File: src/rtl/mul_arbiter.sv
// Purpose: shares one N x N unsigned multiplier among 4 round-robin requesters (MUL_ARB_PIPE_EN adds a product pipeline stage).
// Latency: gnt to done 1 cycle (2 with MUL_ARB_PIPE_EN); one operation per 2 cycles (3 with the macro).
// Backpressure: req is sampled only in IDLE; a requester holds req/x_in/y_in until it sees its gnt pulse.

module mymul #(
    parameter int N = 8
) (
    input  logic [N-1:0]   a,
    input  logic [N-1:0]   b,
    output logic [2*N-1:0] prod
);
    assign prod = {{N{1'b0}}, a} * {{N{1'b0}}, b};
endmodule

module mul_arbiter #(
    parameter int N = 8
) (
    input  logic           clk,
    input  logic           rst,
    input  logic [3:0]     req,
    input  logic [4*N-1:0] x_in,
    input  logic [4*N-1:0] y_in,
    output logic [3:0]     gnt,
    output logic [3:0]     done,
    output logic [2*N-1:0] p,
    output logic           busy
);
`ifdef MUL_ARB_PIPE_EN
    typedef enum logic [1:0] {IDLE = 2'd0, MUL = 2'd1, MUL2 = 2'd2} state_t;
    logic [2*N-1:0] prod_q, prod_d;
`else
    typedef enum logic [1:0] {IDLE = 2'd0, MUL = 2'd1} state_t;
`endif

    state_t         state_q, state_d;
    logic [3:0]     gnt_q, gnt_d;
    logic [3:0]     done_q, done_d;
    logic [2*N-1:0] p_q, p_d;
    logic [N-1:0]   x_q, x_d;
    logic [N-1:0]   y_q, y_d;
    logic [1:0]     owner_q, owner_d;
    logic [1:0]     ptr_q, ptr_d;
    logic [2*N-1:0] mul_out;

    logic [1:0]     win;
    logic [1:0]     idx;
    logic           found;

    mymul #(.N(N)) u_mymul (
        .a    (x_q),
        .b    (y_q),
        .prod (mul_out)
    );

    // Round-robin: the requester just after the last winner has highest priority.
    always_comb begin
        found = 1'b0;
        win   = 2'd0;
        idx   = 2'd0;
        for (int k = 1; k <= 4; k++) begin
            idx = ptr_q + 2'(k);
            if (!found && req[idx]) begin
                found = 1'b1;
                win   = idx;
            end
        end
    end

    always_comb begin
        state_d = state_q;
        gnt_d   = 4'b0000;
        done_d  = 4'b0000;
        p_d     = p_q;
        x_d     = x_q;
        y_d     = y_q;
        owner_d = owner_q;
        ptr_d   = ptr_q;
`ifdef MUL_ARB_PIPE_EN
        prod_d  = prod_q;
`endif
        case (state_q)
            IDLE: begin
                if (found) begin
                    x_d     = x_in[int'(win)*N +: N];
                    y_d     = y_in[int'(win)*N +: N];
                    owner_d = win;
                    ptr_d   = win;
                    gnt_d   = 4'b0001 << win;
                    state_d = MUL;
                end
            end
            MUL: begin
`ifdef MUL_ARB_PIPE_EN
                prod_d  = mul_out;
                state_d = MUL2;
`else
                p_d     = mul_out;
                done_d  = 4'b0001 << owner_q;
                state_d = IDLE;
`endif
            end
`ifdef MUL_ARB_PIPE_EN
            MUL2: begin
                p_d     = prod_q;
                done_d  = 4'b0001 << owner_q;
                state_d = IDLE;
            end
`endif
            default: state_d = IDLE;
        endcase
    end

    always_ff @(posedge clk) begin
        if (rst) begin
            state_q <= IDLE;
            gnt_q   <= 4'b0000;
            done_q  <= 4'b0000;
            p_q     <= '0;
            x_q     <= '0;
            y_q     <= '0;
            owner_q <= 2'd0;
            ptr_q   <= 2'd3;
`ifdef MUL_ARB_PIPE_EN
            prod_q  <= '0;
`endif
        end else begin
            state_q <= state_d;
            gnt_q   <= gnt_d;
            done_q  <= done_d;
            p_q     <= p_d;
            x_q     <= x_d;
            y_q     <= y_d;
            owner_q <= owner_d;
            ptr_q   <= ptr_d;
`ifdef MUL_ARB_PIPE_EN
            prod_q  <= prod_d;
`endif
        end
    end

    assign gnt  = gnt_q;
    assign done = done_q;
    assign p    = p_q;
    assign busy = (state_q != IDLE);

endmodule

File: config.mk
export PLATFORM = sky130hd
export DESIGN_NAME = mul_arbiter
export DESIGN_NICKNAME = d
export VERILOG_FILES = /design/src/rtl/mul_arbiter.sv
export SDC_FILE = /design/constraint.sdc
export NUM_CORES = 1
export LEC_CHECK = 0
export BUFFER_PORTS_ARGS = -buffer_cell sky130_fd_sc_hd__clkbuf_2
export CAP_MARGIN = 40
export CORE_MARGIN = 5
export CORE_UTILIZATION = 60
export CTS_CLUSTER_DIAMETER = 50
export DETAILED_ROUTE_END_ITERATION = 10
export GPL_TIMING_DRIVEN = 0
export PLACE_DENSITY_LB_ADDON = 0.15
export SETUP_SLACK_MARGIN = 0.05
export SLEW_MARGIN = 20
export SYNTH_ARGS = -nofsm -noshare
export SYNTH_HDL_FRONTEND = slang
export SYNTH_SLANG_ARGS = --single-unit
File: constraint.sdc
create_clock -name clk -period 7.27 [get_ports clk]
set_input_delay 0 -clock clk [delete_from_list [all_inputs] [get_ports clk]]
set_output_delay 0 -clock clk [all_outputs]
set_load 0.02 [all_outputs]
==> metrics.yaml <==
grt_pass1_wl_um: 17200
synth_top_area_cell: "dfxtp_1"
fillers: 551
design.die.area_um2: 8820
fin_crit_ns: 4.62
ys_seq_area_frac: 0.213
synth_cell_types: 50
diodes: 0
synth_enable_flop_cells: 0
antenna_found_initial: 0
final_common_cell: "clkbuf_2"
hpwlAfterDp_um: 8230
synth_area_leaders: "dfxtp_1, fa_1, ha_1"
ys_ff_latch: 45
async_flop_share: 0
fmax_mhz: 216
syn_inst: 477
vias: 3747
fin_crit_sh: 0.636
max_slew_margin: 0.596
power_density_nw_per_um2: 163
synth_top_area_frac: 0.213
cts_made_buffers: 5
first_pass_iters: 4
setup-tns-final_ns: 0
finClkSkew_ns: 0.0149
drt_iter0_markers: 217
rsz0062_at_grt: "false"
area_growth_pct: 16.8
fp.dieW_um: 93.9
worst-endpoint-required_ns: 7.48
grt_max_degree: 16
min_path_type: "in2reg"
setup_viol: 0
clock_latency_ns: 0.31
grt_overflow: 0
ys_dominant_reg_cell: "dfxtp_1"
via_per_inst: 5.56
outcome: "complete, no violations"
routed.top_layer: "met4"
endpoint_kind: "register"
crit_arrival_ns: 4.83
route.detailed.drc: 0
ioPinCount: 95
ir_worst_vdd_mv: 0.0799
worstMarginPinSlew_ns: 0.600
layout-drive-gt1-share: 0.192
clock-sinks: 45
post_drt_wl_per_cell_um: 14.9
cts_setup_buffers: 0
power.leakage_nw: 2.46
ctsRootBufferMaster: "clkbuf_8"
maxSlewViolCount: 0
final_net_count: 719
layout_common_cells: "clkbuf_2, and2_1, inv_1, dfxtp_1, nand2_1"
netlist_area_um2: 4220
cp-start-kind: "register"
routed_wl_um: 10100
seqCellArea_um2: 901
gp_congestion: 0.882
wl_met2_um: 5170
postCtsHoldBufs: 0
multi_input_area_um2: 3070
hold_viol: 0
io_buffers: 93
first_global_vias: 3801
clock_path_buffers: 2
path_class: "reg2reg"
start_util: 0.618
coreArea_um2: 6830
path_max_fanout: 9
yosysWarnings: 0
ctsResizeCount: 0
syn_nets: 619
setup_slack_ns: 2.65
cts_tree: "done"
synth.avg_cell_area_um2: 8.85
wl_met3_um: 465
path_clk_slew_ns: 0.09
rows: 30
cts_max_level: 2
pre_cts_slack_ns: 2.65
met1Wirelength_um: 4300
die_height_um: 93.9
cap_violations: 0
ant_nets: 0
grt.total_usage: 0.239
-- registers in the layout, summed over array words and instances (netlist names) --
signal	cells
owner_q	2
x_q	8
y_q	8
p	16
gnt	4
ptr_q	2
done	4
state_q	1
-- critical path, stage by stage, from the launching register on --
cell	delay [ns]
dfxtp_1	0.56
and2_1	0.22
fa_1	0.45
fa_1	0.52
fa_1	0.54
inv_1	0.05
fa_1	0.54
inv_1	0.05
ha_1	0.35
or3_1	0.36
a21oi_1	0.17
a211oi_1	0.10
or3_1	0.37
a32o_1	0.24
-- cells in the mapped netlist, drive strengths merged, types with 2 or more instances --
cell    instances
fa             36
a21oi          10
and2           48
nand2b          5
inv            48
or3             2
dfxtp          45
o21ai          26
xnor2           3
buf             7
nor3b           3
o211ai         17
or3b            2
nand3           3
nor2           26
mux2i          23
o31a           17
o21a            5
xor2            4
a31o            2
a31oi           2
ha             36
nor2b           6
clkbuf         10
a211o           2
and4           16
nor3            3
a21o            7
a211oi          5
nand2          44
-- path summary, 6_finish.rpt --
check / from / slack, ns / end / cells after the start
setup / recovery: x_q[2] / 2.65 / p[13] / 13
hold / removal: x_in[22] / 0.004 / x_q[6] / 3
setup reg to reg: x_q[2] / 2.65 / p[13] / 13
hold reg to reg: p[0] / 0.47 / p[0] / 2
-- logic make-up after synthesis --
group / share of synthesized area
simple gates: 0.215
mux: 0.0545
xor+xnor: 0.0145
compound gates: 0.166
flops: 0.213
buf+inv: 0.0596
fa+ha+maj: 0.277
-- where the power goes --
group	internal [mW]	total, mW	switching [mW]
Combinational	0.127	0.285	0.158
Sequential	0.271	0.315	0.0434
Clock	0.114	0.204	0.0894
-- cell type report --
class | instances | area share
clock buffers | 6 | 0.0167
plain buffers | 17 | 0.0145
repair buffers | 93 | 0.0944
multi-input cells | 367 | 0.623
flip-flops and latches | 45 | 0.183
clock inverters | 2 | 0.00837
well taps | 96 | 0.0244
inverters | 48 | 0.0365
-- through the flow --
stage | util | std cells | total power, mW | hold slack (ns) | area [um2]
floorplan | - | 477 | 0.509 | 0.212 | 4220
CTS | 0.722 | 674 | 0.805 | 0.00469 | 4930
global route | 0.722 | 674 | 0.856 | 0.00426 | 4930
detailed placement | 0.704 | 666 | 0.604 | 0.318 | 4810
global placement | 0.704 | 666 | 0.592 | 0.313 | 4810
finish | 0.722 | 674 | 0.803 | 0.00420 | 4930
-- routing by layer --
metal,GRT usage,vias to the layer above
li1,-,1851
met1,0.309,1777
met2,0.425,108
met3,0.0280,11
met4,0.0578,0
met5,0,-
(Power assumes the default switching activity.)
